## config.mk

```make
export PLATFORM = sky130hd
export DESIGN_NAME = uart_bus_arbiter
export DESIGN_NICKNAME = d
export VERILOG_FILES = /design/src/rtl/uart_bus_arbiter.sv
export SDC_FILE = /design/constraint.sdc
export NUM_CORES = 1
export LEC_CHECK = 0
export ABC_CLOCK_PERIOD_IN_PS = 2300
export BUFFER_PORTS_ARGS = -buffer_cell sky130_fd_sc_hd__buf_2
export CORE_MARGIN = 3
export CORE_UTILIZATION = 48
export CTS_CLUSTER_DIAMETER = 40
export DETAILED_ROUTE_END_ITERATION = 8
export GPL_TIMING_DRIVEN = 0
export PLACE_DENSITY = 0.8
export RECOVER_POWER = 100
export SLEW_MARGIN = 20
export SYNTH_ARGS = -nofsm -noshare
export SYNTH_HDL_FRONTEND = slang
export SYNTH_SLANG_ARGS = --single-unit
```

## constraint.sdc

```tcl
create_clock -name clk_i -period 2.3 [get_ports clk_i]
set_input_delay 0.23 -clock clk_i [delete_from_list [all_inputs] [get_ports clk_i]]
set_output_delay 0.23 -clock clk_i [all_outputs]
set_load 0.01 [all_outputs]
```

## src/rtl/uart_bus_arbiter.sv

```systemverilog
// Round-robin arbiter/sequencer sharing the UART host register port among NUM_REQ requesters.
// Optional macro UART_ARB_IRQ_PRIORITY_EN: requester 0 wins while ireq_n_i is low.
module uart_bus_arbiter #(
   parameter int NUM_REQ       = 4,
   parameter int ACCESS_CYCLES = 2,
   parameter int GAP_CYCLES    = 1
) (
   input  logic                 clk_i,
   input  logic                 rst_i,
   input  logic [NUM_REQ-1:0]   req_i,
   input  logic [NUM_REQ-1:0]   we_i,
   input  logic [3*NUM_REQ-1:0] addr_i,
   input  logic [8*NUM_REQ-1:0] wdata_i,
   output logic [NUM_REQ-1:0]   gnt_o,
   output logic [NUM_REQ-1:0]   done_o,
   output logic [7:0]           rdata_o,
   output logic                 chip_sel_n_o,
   output logic [2:0]           address_o,
   output logic                 read_write_o,
   output logic [7:0]           data_o,
   output logic                 data_oe_o,
   input  logic [7:0]           data_i,
   input  logic                 ireq_n_i
);
   localparam int IW   = $clog2(NUM_REQ);
   localparam int MAXW = (ACCESS_CYCLES > GAP_CYCLES) ? ACCESS_CYCLES : GAP_CYCLES;
   localparam int CW   = $clog2(MAXW + 1);
   localparam logic [CW-1:0] ACC_LOAD = CW'(ACCESS_CYCLES - 1);
   localparam logic [CW-1:0] GAP_LOAD = CW'(GAP_CYCLES - 1);
   localparam logic [CW-1:0] CNT_ONE  = {{(CW-1){1'b0}}, 1'b1};
   localparam logic [NUM_REQ-1:0] ONE_HOT0 = {{(NUM_REQ-1){1'b0}}, 1'b1};

   typedef enum logic [1:0] {IDLE, SETUP, ACCESS, GAP} state_t;

   state_t        state;
   logic [CW-1:0] cnt;
   logic [IW-1:0] last_grant;
   logic [IW-1:0] win;
   logic [IW-1:0] pick_idx;
   logic [IW-1:0] cand_idx;
   logic          found;
   logic          sel_we;
   logic [2:0]    sel_addr;
   logic [7:0]    sel_wdata;

`ifndef UART_ARB_IRQ_PRIORITY_EN
   logic unused_ireq;
   assign unused_ireq = ireq_n_i;
`endif

   // Round-robin winner search, starting one past the last granted requester
   always_comb begin
      int cand;
      cand     = 0;
      cand_idx = '0;
      found    = 1'b0;
      pick_idx = '0;
      for (int i = 1; i <= NUM_REQ; i++) begin
         cand = int'(last_grant) + i;
         if (cand >= NUM_REQ) begin
            cand = cand - NUM_REQ;
         end else begin
            cand = cand;
         end
         cand_idx = IW'(cand);
         if (!found && req_i[cand_idx]) begin
            found    = 1'b1;
            pick_idx = cand_idx;
         end else begin
            found    = found;
         end
      end
`ifdef UART_ARB_IRQ_PRIORITY_EN
      if (!ireq_n_i && req_i[0]) begin
         found    = 1'b1;
         pick_idx = '0;
      end else begin
         pick_idx = pick_idx;
      end
`endif
      sel_we    = we_i[pick_idx];
      sel_addr  = addr_i[int'(pick_idx)*3 +: 3];
      sel_wdata = wdata_i[int'(pick_idx)*8 +: 8];
   end

   // Sequencer FSM; every bus-facing output is a flop
   always_ff @(posedge clk_i or posedge rst_i) begin
      if (rst_i) begin
         state        <= IDLE;
         cnt          <= '0;
         last_grant   <= IW'(NUM_REQ - 1);
         win          <= '0;
         gnt_o        <= '0;
         done_o       <= '0;
         rdata_o      <= 8'h00;
         chip_sel_n_o <= 1'b1;
         address_o    <= 3'd0;
         read_write_o <= 1'b1;
         data_o       <= 8'h00;
         data_oe_o    <= 1'b0;
      end else begin
         done_o <= '0;
         case (state)
            IDLE: begin
               if (found) begin
                  state        <= SETUP;
                  win          <= pick_idx;
                  gnt_o        <= ONE_HOT0 << pick_idx;
                  address_o    <= sel_addr;
                  read_write_o <= ~sel_we;
                  data_o       <= sel_wdata;
                  data_oe_o    <= sel_we;
               end
            end
            SETUP: begin
               state        <= ACCESS;
               chip_sel_n_o <= 1'b0;
               cnt          <= ACC_LOAD;
            end
            ACCESS: begin
               if (cnt == '0) begin
                  state        <= GAP;
                  chip_sel_n_o <= 1'b1;
                  gnt_o        <= '0;
                  data_oe_o    <= 1'b0;
                  done_o       <= gnt_o;
                  last_grant   <= win;
                  cnt          <= GAP_LOAD;
                  if (read_write_o) begin
                     rdata_o <= data_i;
                  end
               end else begin
                  cnt <= cnt - CNT_ONE;
               end
            end
            GAP: begin
               // address and direction stay parked until the gap has elapsed
               if (cnt == '0) begin
                  state <= IDLE;
               end else begin
                  cnt <= cnt - CNT_ONE;
               end
            end
            default: begin
               state <= IDLE;
            end
         endcase
      end
   end
endmodule

```

# == Word level (Yosys, flattened, before mapping) ==
# Index checks and enable logic that the tools add are counted.
# classes
n_addsub,9
n_mul,1
magnitude_cmp,9
eq_ne,7
shift,3
n_mux,39
n_bitwise,1
n_reduce_logical,18
# op_table
cell,count
indexed part select 32 x 6 -> 8 bit,1
2-to-1 mux 2 bit,13
2-to-1 mux 4 bit,4
< comparator 2 x 3 -> 1 bit (second input constant),5
2-to-1 mux 1 bit,12
indexed part select 12 x 5 -> 3 bit,1
binary-select mux 1 bit (select 2 bit),5
subtractor 2 x 1 -> 2 bit (second input constant),5
>= comparator 3 bit (second input constant),3
AND reduction 3 bit,3
!= test 2 bit (second input constant),4
one-hot mux 2 bit (4 select lines),1
one-hot mux 4 bit (2 select lines),1
AND reduction 2 bit,4
adder 2 x 2 -> 3 bit (second input constant),2
one-hot mux 2 bit (3 select lines),1
adder 2 x 3 -> 4 bit (second input constant),1
equality test 2 bit (second input constant),2
>= comparator 4 x 3 -> 1 bit (second input constant),1
logical NOT 2 bit,2
multiplier 2 x 2 -> 4 bit (second input constant),1
one-hot mux 1 bit (2 select lines),2
nonzero test 2 bit,2
left shift 1 x 2 -> 4 bit (first input constant),1
other kinds (6),10
# totals
reg_bits,38
input_bits,63
out_inout_bits,30
elab_cells,99

# == Longest topological paths before layout ==
# Gate-level depths: netlist (run 1).
# logic_depth
word_depth,19
mapped_depth,8
mapped_depth_nobuf,7

# == Worst setup path before layout (run 1) ==
# OpenSTA, ideal clock, no wires.
# synth_path
kind,register to register
startpoint,reg last_grant[1]
endpoint,reg data_oe_o
setup_time_ps,126
arrival_time_ps,1785
required_ps,2174
path_slack_ps,389
stages_incl_launch_ff,7
n_path_buf,1
synth_period_minus_slack_ps,1911
cell_sequence,dfstp_2 -> buf_2 -> nand2b_1 -> a21boi_1 -> o21ai_2 -> mux2_4 -> a311o_1
# synth_between
elab_chain_cells,19
elab_cells_between_ends,44
cone_classes,8 x add/sub; 4 x order compare; 1 x eq/ne; 24 x mux; 7 x reduce/logical
# synth_lines
item,line_no,source
start: declaration,37,logic [IW-1:0] last_grant;
start signal: assignment,91,last_grant <= IW'(NUM_REQ - 1);
start signal: assignment,127,last_grant <= win;
adder 2 x 1 -> 3 bit,59,cand = int'(last_grant) + i;
>= comparator 3 bit / subtractor 2 x 1 -> 2 bit (equally long branches),"60, 61",
2-to-1 mux 2 bit,60,if (cand >= NUM_REQ) begin
binary-select mux 1 bit (select 2 bit),66,if (!found && req_i[cand_idx]) begin
2-to-1 mux 1 bit (implied by the code),66,
2-to-1 mux 1 bit,66,
logical NOT 1 bit,66,
logical AND 1 bit,66,
(+3 left out),n/a,
2-to-1 mux 1 bit,66,
logical NOT 1 bit,66,
logical AND 1 bit,66,
2-to-1 mux 2 bit,66,
binary-select mux 1 bit (select 2 bit),81,sel_we = we_i[pick_idx];
2-to-1 mux 1 bit (implied by the code),81,
2-to-1 mux 1 bit,105,if (found) begin
one-hot mux 1 bit (2 select lines),103,case (state)
end signal: assignment,112,data_oe_o <= sel_we;
end: declaration,21,"output logic data_oe_o,"
# Parallel ways exist; a longest one is shown, timed or not. The select of a mux whose other input is x is not followed.
# A chain may end at the register's enable or synchronous reset.

# == Final worst setup path (run 1) ==
# layout_path
startpoint,reg state[0]
endpoint,reg data_oe_o
# layout_between
elab_chain_cells,3
elab_cells_between_ends,7
cone_classes,3 x eq/ne; 1 x mux; 3 x reduce/logical
# layout_lines
item,line_no,source
start: declaration,35,state_t state;
start signal: assignment,89,state <= IDLE;
start signal: assignment,106,state <= SETUP;
start signal: assignment,116,state <= ACCESS;
equality test 2 bit / logical NOT 2 bit (equally long branches),103,
!= test 2 bit (no line) / nonzero test 2 bit (equally long branches),n/a,
AND reduction 3 bit (no line),n/a,
# Parallel ways exist; a longest one is shown, timed or not.

==> qor.yml, run 1 <==
timing:
  timing.final.crit_share_pct: 92.9
  slew_headroom_pct: 47.6
  slew_viol_final: 0
  clock.fmax_mhz: 468
  finClkSkew_ns: 0.00875
  rsz0062_at_grt: "false"
  tightest_slew_ns: 0.786
  hold_violations: 0
  finalSetupTns_ns: 0
  setup_viol: 0
  finalCriticalPeriod_ns: 2.14
power:
  p_comb_share_pct: 48.2
  p_seq_share_pct: 32.4
  p_leak_nw: 1.32
  p_switching_mw: 1.42
  power_switching_share_pct: 38.9
  power.clock.fraction_pct: 19.5
  ir_drop_mv: 0.634
  intPower_mw: 2.22
  p_per_area_nw_per_um2: 1300
grt:
  grt-ovfl-total: 0
  grt_busiest_layer: "met2"
  grtUsageMet3_pct: 7.80
  grtUsageMet2_pct: 36.1
  use_met1_pct: 26.0
  grt_pass1_vias: 2007
  grt_max_degree: 33
  antenna_found_initial: 0
  grt_use_total_pct: 21.6
  grt_first_pass_wirelength_mm: 8.97
clocking:
  numCtsBuffers: 5
  htreeDepth: 2
  clockRootBuffer: "clkbuf_8"
  cts_tree: "done"
  cts_buffer_depth: 2
  post_cts_buffers: 0
  clock_latency_ns: 0.29
  cts.sinks: 38
  clk_pin_slew_ns: 0.08
route:
  drt_iter0_drc: 93
  routedWlPerCell_um: 14.6
  vias: 2003
  vias_per_cell: 5.38
  wl_mm: 5.42
  remaining_drc_errors: 0
  antenna_left: 0
  dr.pass1.iters: 4
die:
  core_area_um2: 4200
  dieArea_um2: 5400
  initial_core_util_pct: 52.0
  die_h_um: 73.5
  die_w_um: 73.5
  io_pins: 93
  rows: 23
synthesis:
  synth_area_um2: 2190
  avgSynthCellArea_um2: 9.76
  ys_ff_latch: 38
  synth_top_family_by_area: "compound AO/OA/AOI/OAI gates"
  synth_adder_area_share_pct: 4.01
  synth_compound_area_share_pct: 18.0
  yosysWarnings: 0
  synth_xor_area_share_pct: 0
  yosys.area_share.simple_pct: 15.2
  syn-num-nets: 294
  ys_seq_area_share_pct: 43.7
  yosys-mux-area-fraction_pct: 13.3
  yosysUniqueCellTypes: 39
  syn_inst: 224
setup_path:
  cp.arrival_ns: 2.32
  end_kind: "flop"
  start_kind: "flop"
  cp_data_required_time_ns: 2.48
  path_class: "flop to flop"
  crit_fanout: 10
finish:
  post-route-util_pct: 66.9
  final_cell_area_um2: 2810
  syn_to_final_growth_pct: 28.6
  nNetsFinal: 391
  drive_above_1_share_pct: 32.9
  layout_commonest_cell: "buf_2"
  layout_common_cells: "68 x buf_2, 34 x dfrtp_1, 32 x clkbuf_1"
  fill_cells: 371
  diodes: 0
placed_design:
  dp_hpwl_mm: 4.12
  gp_congestion: 0.750
  place_area_um2: 2710
  portBuffers: 88
outcome:
  status: "finished, final reports clean"
flow_run:
  drv_cap: 0
worst_hold_path:
  hp-class: "primary input to flop"
## power groups by stage
stage	combinational, mW	clock [mW]	sequential, mW
detailed placement	1.83	0	1.19
CTS	1.84	0.708	1.18
global route	1.97	0.745	1.22
finish	1.75	0.708	1.18
global placement	1.77	0	1.17
floorplan	1.15	0	1.27
## sequential cells by signal (all words and copies together), names as in the netlist
| register | count |
|---|---|
| win | 2 |
| last_grant | 2 |
| data_oe_o | 1 |
| done_o | 4 |
| data_o | 8 |
| read_write_o | 1 |
| gnt_o | 4 |
| state | 2 |
| address_o | 3 |
| cnt | 2 |
| chip_sel_n_o | 1 |
| rdata_o | 8 |
## metrics by stage
stage / hold slack, ns / worst slack, ns / total power, mW / instances
global route: 0.159 / 0.000135 / 3.93 / 372
CTS: 0.168 / 0.156 / 3.73 / 372
global placement: 0.461 / 0.201 / 2.95 / 362
detailed placement: 0.136 / 0.173 / 3.02 / 363
finish: 0.170 / 0.164 / 3.64 / 372
floorplan: 0.381 / 0.389 / 2.43 / 224
## Yosys cell counts, drive strengths merged
master,instances,share of area (%)
and3,4,1.1
o22a,2,0.80
nor4,1,0.57
dfstp,4,4.8
a21oi,7,1.6
buf,11,2.9
nand2,28,4.8
a311oi,1,0.40
a311o,1,0.46
nand2b,4,1.1
o32ai,1,0.74
or2,1,0.29
nand3b,5,1.7
and2,2,0.57
o21a,1,0.34
nor2b,6,1.7
o211ai,2,0.69
a22oi,10,3.4
o21ai,10,2.5
ha,7,4.0
a21boi,2,0.69
o32a,1,0.46
o221ai,1,0.40
a31oi,11,3.1
mux2i,4,1.8
o22ai,1,0.29
a21o,1,0.34
nor2,19,3.3
clkbuf,5,0.86
a32o,1,0.46
inv,11,1.9
dfrtp,34,39
o2111a,1,0.52
a22o,2,0.80
mux2,22,12
## kinds of logic after synthesis
| kind of cell | Yosys count |
|---|---|
| AO/OA/AOI/OAI | 56 |
| adder cells (fa/ha/maj) | 7 |
| buffers and inverters | 27 |
| flip-flops | 38 |
| multiplexers | 26 |
| AND/OR/NAND/NOR | 70 |
## worst paths after layout
check | startpoint | endpoint | slack [ns] | cells after the start
max | state[0]$_DFFE_PP0P_ | data_oe_o$_DFFE_PP0P_ | 0.16 | 8
min | data_i[4] | rdata_o[4]$_DFFE_PP0P_ | 0.17 | 2
max reg2reg | state[0]$_DFFE_PP0P_ | data_oe_o$_DFFE_PP0P_ | 0.16 | 8
min reg2reg | win[1]$_DFFE_PP0P_ | last_grant[1]$_DFFE_PP1P_ | 0.50 | 2
max in group asynchronous | rst_i | win[0]$_DFFE_PP0P_ | 0.87 | 4
min in group asynchronous | rst_i | done_o[0]$_DFF_PP0_ | 0.40 | 3
## cell type report
| class | instances | area (um2) | area share (%) |
|---|---|---|---|
| multi-input combinational | 159 | 1110 | 39.3 |
| sequential | 38 | 956 | 34.0 |
| timing repair buffer | 90 | 420 | 15.0 |
| clock buffer | 6 | 82.6 | 2.94 |
| buffer | 16 | 82.6 | 2.94 |
| tap | 50 | 62.6 | 2.23 |
| clock inverter | 2 | 60.1 | 2.14 |
| inverter | 11 | 41.3 | 1.47 |
## worst max-delay path, stage by stage (launching register included)
cell and delay (ns):
dfrtp_1 0.42, inv_1 0.09, ha_1 0.18, buf_1 0.30, nand2_1 0.15, inv_1 0.14, o21ai_0 0.21, and2_1 0.24
a311o_1 0.30
## per-layer routing
layer	wire (um)	vias up
li1	-	982
met1	2290	925
met2	2620	87
met3	434	9
met4	80	0
met5	0	-
## timing repair
action,in CTS,in global routing
resized for setup,0,1
endpoints found under the hold margin,5,0
endpoints found under the setup margin,0,1
hold buffers,1,0
Note: power is estimated with default switching activity, not from simulation.
==> run 2, diff against run 1 <==
--- a/config.mk
+++ b/config.mk
@@ -6,7 +6,7 @@
 export NUM_CORES = 1
 export LEC_CHECK = 0
 export ABC_CLOCK_PERIOD_IN_PS = 2300
-export BUFFER_PORTS_ARGS = -buffer_cell sky130_fd_sc_hd__buf_2
+export BUFFER_PORTS_ARGS = -buffer_cell sky130_fd_sc_hd__clkbuf_2
 export CORE_MARGIN = 3
 export CORE_UTILIZATION = 48
 export CTS_CLUSTER_DIAMETER = 40
@@ -18,3 +18,4 @@
 export SYNTH_ARGS = -nofsm -noshare
 export SYNTH_HDL_FRONTEND = slang
 export SYNTH_SLANG_ARGS = --single-unit
+export TNS_END_PERCENT = 5
==> qor.yml, run 2 (synthesized netlist as in run 1, its figures left out) <==
route:
  remaining_drc_errors: 0  # unchanged
  routedWlPerCell_um: 14.5  # -0.73%
  dr.pass1.iters: 4  # unchanged
  antenna_left: 0  # unchanged
  wl_mm: 5.37  # -1.0%
  vias_per_cell: 5.42  # +0.62%
  vias: 2010  # +0.35%
  drt_iter0_drc: 85  # -8.6%
die:
  die_h_um: 73.5  # unchanged
  initial_core_util_pct: 52.0  # unchanged
  die_w_um: 73.5  # unchanged
  dieArea_um2: 5400  # unchanged
  core_area_um2: 4200  # unchanged
  rows: 23  # unchanged
  io_pins: 93  # unchanged
clocking:
  htreeDepth: 2  # unchanged
  numCtsBuffers: 5  # unchanged
  clock_latency_ns: 0.29  # about the same
  post_cts_buffers: 0  # unchanged
  cts.sinks: 38  # unchanged
  cts_tree: "done"
  clk_pin_slew_ns: 0.07  # about the same
  cts_buffer_depth: 2  # unchanged
  clockRootBuffer: "clkbuf_8"
finish:
  final_cell_area_um2: 2760  # -2.0%
  multi_input_area_um2: 1110  # unchanged
  nNetsFinal: 391  # unchanged
  syn_to_final_growth_pct: 26.1
  layout_common_cells: "62 x clkbuf_2, 34 x dfrtp_1, 32 x clkbuf_1"
  drive_above_1_share_pct: 33.0  # +0.10 points
  diodes: 0  # unchanged
  layout_commonest_cell: "clkbuf_2"
  top_regs: "data_o x8, rdata_o x8"
  fill_cells: 355  # -4.3%
  seqCellArea_um2: 956  # unchanged
placed_design:
  dp_hpwl_mm: 4.18  # +1.5%
  place_ws_ns: 0.165  # -0.00745 ns
  place_area_um2: 2720  # +0.28%
  gp_congestion: 0.752  # +0.23%
  portBuffers: 88  # unchanged
timing:
  finalSetupTns_ns: 0  # unchanged
  timing.final.crit_share_pct: 94.0  # +1.1 points
  finClkSkew_ns: 0.00235  # -0.00640 ns
  finalCriticalPeriod_ns: 2.16  # +0.0248 ns
  worst_slack_ns: 0.139  # -0.0248 ns
  clock.fmax_mhz: 463  # -1.1%
  setup_viol: 0  # unchanged
  slew_viol_final: 0  # unchanged
  rsz0062_at_grt: "false"
  slew_headroom_pct: 38.5  # -9.1 points
  hold_violations: 0  # unchanged
  tightest_slew_ns: 0.921  # +0.135 ns
setup_path:
  end_kind: "flop"
  r2r_start: "last_grant[1]$_DFFE_PP1P_"
  path_class: "flop to flop"
  crit_fanout: 10  # unchanged
  start_kind: "flop"
  worstSetupStartpoint: "last_grant[1]$_DFFE_PP1P_"
  crit_end: "data_oe_o$_DFFE_PP0P_"
  regToRegEndpoint: "data_oe_o$_DFFE_PP0P_"
  r2r_cells: 6  # -2
  reg2reg_slack_ns: 0.14  # -0.02 ns
  cp_data_required_time_ns: 2.48  # about the same
  cp.arrival_ns: 2.34  # +0.02 ns
power:
  p_per_area_nw_per_um2: 1220  # -5.8%
  ir_drop_mv: 0.548  # -14%
  p_leak_nw: 1.32  # -0.26%
  power_mw: 3.36  # -7.6%
flow_run:
  drv_cap: 0  # unchanged
outcome:
  status: "finished, final reports clean"
grt:
  grt_pass1_vias: 1873  # -6.7%
  grt_max_degree: 22  # -33%
  grt_use_total_pct: 20.8  # -0.79 points
  antenna_found_initial: 0  # unchanged
  grt-ovfl-total: 0  # unchanged
  grt_first_pass_wirelength_mm: 8.69  # -3.2%
worst_hold_path:
  hp-class: "primary input to flop"
## run 2: cell types whose count changed in the layout (fill, tap and decap cells not counted), moves of 2 or more
cell / change
clkinv_2: +2
clkbuf_2: +60
bufinv_16: -2
buf_2: -60
## run 2: cell type report
class,instances,share of cell area (%)
Clock buffer,5,2.50
Tap cell,50,2.27
Sequential cell,38,34.7
Timing Repair Buffer,90,15.5
Buffer,16,3.04
Clock inverter,2,0.363
Multi-Input combinational cell,159,40.1
Inverter,11,1.50
## run 2: how the worst min path moves through the flow
stage | to | depth (start not counted) | startpoint | slack, ns
final | rdata_o[4]$_DFFE_PP0P_ | 2 | data_i[4] | 0.17
after detailed placement | done_o[1]$_DFF_PP0_ | 2 | rst_i | 0.24
after global routing | rdata_o[4]$_DFFE_PP0P_ | 2 | data_i[4] | 0.17
after floorplan | rdata_o[0]$_DFFE_PP0P_ | 1 | data_i[0] | 0.38
after CTS | rdata_o[4]$_DFFE_PP0P_ | 2 | data_i[4] | 0.16
after global placement | last_grant[1]$_DFFE_PP1P_ | 2 | win[1]$_DFFE_PP0P_ | 0.46
## run 2: report_power, final
part	internal [mW]	total [mW]	switching [mW]
clock network	0.203	0.430	0.227
logic	0.769	1.76	0.993
registers	0.997	1.17	0.175
## run 2: critical path, cell delays in order, from the launching register on
cell      delay, ns
dfstp_2        0.52
clkbuf_2       0.20
nand2b_1       0.13
a21boi_0       0.10
o21ai_2        0.40
mux2_4         0.36
a311o_1        0.34
## run 2: what timing repair did
item	CTS	global route
hold endpoints to repair	15	0
hold buffers	1	0
resized for setup	0	2
endpoints found under the setup margin	0	1
## run 2: layer usage
layer | GRT usage, % | share of wire, % | vias up
li1 | - | - | 981
met1 | 26.0 | 42 | 945
met2 | 34.4 | 48 | 76
met3 | 6.02 | 8.1 | 8
met4 | 6.64 | 1.4 | 0
met5 | 0 | 0 | -
## run 2: metrics by stage
| stage | utilization [%] | hold WS (ns) | instances |
|---|---|---|---|
| 6_report | 65.6 | 0.169 | 371 |
| 5_1_grt | 65.6 | 0.167 | 371 |
| 4_1_cts | 66.8 | 0.164 | 371 |
| 3_5_place_dp | 64.7 | 0.241 | 363 |
| 3_3_place_gp | 64.0 | 0.461 | 362 |
| 2_1_floorplan | - | 0.381 | 224 |
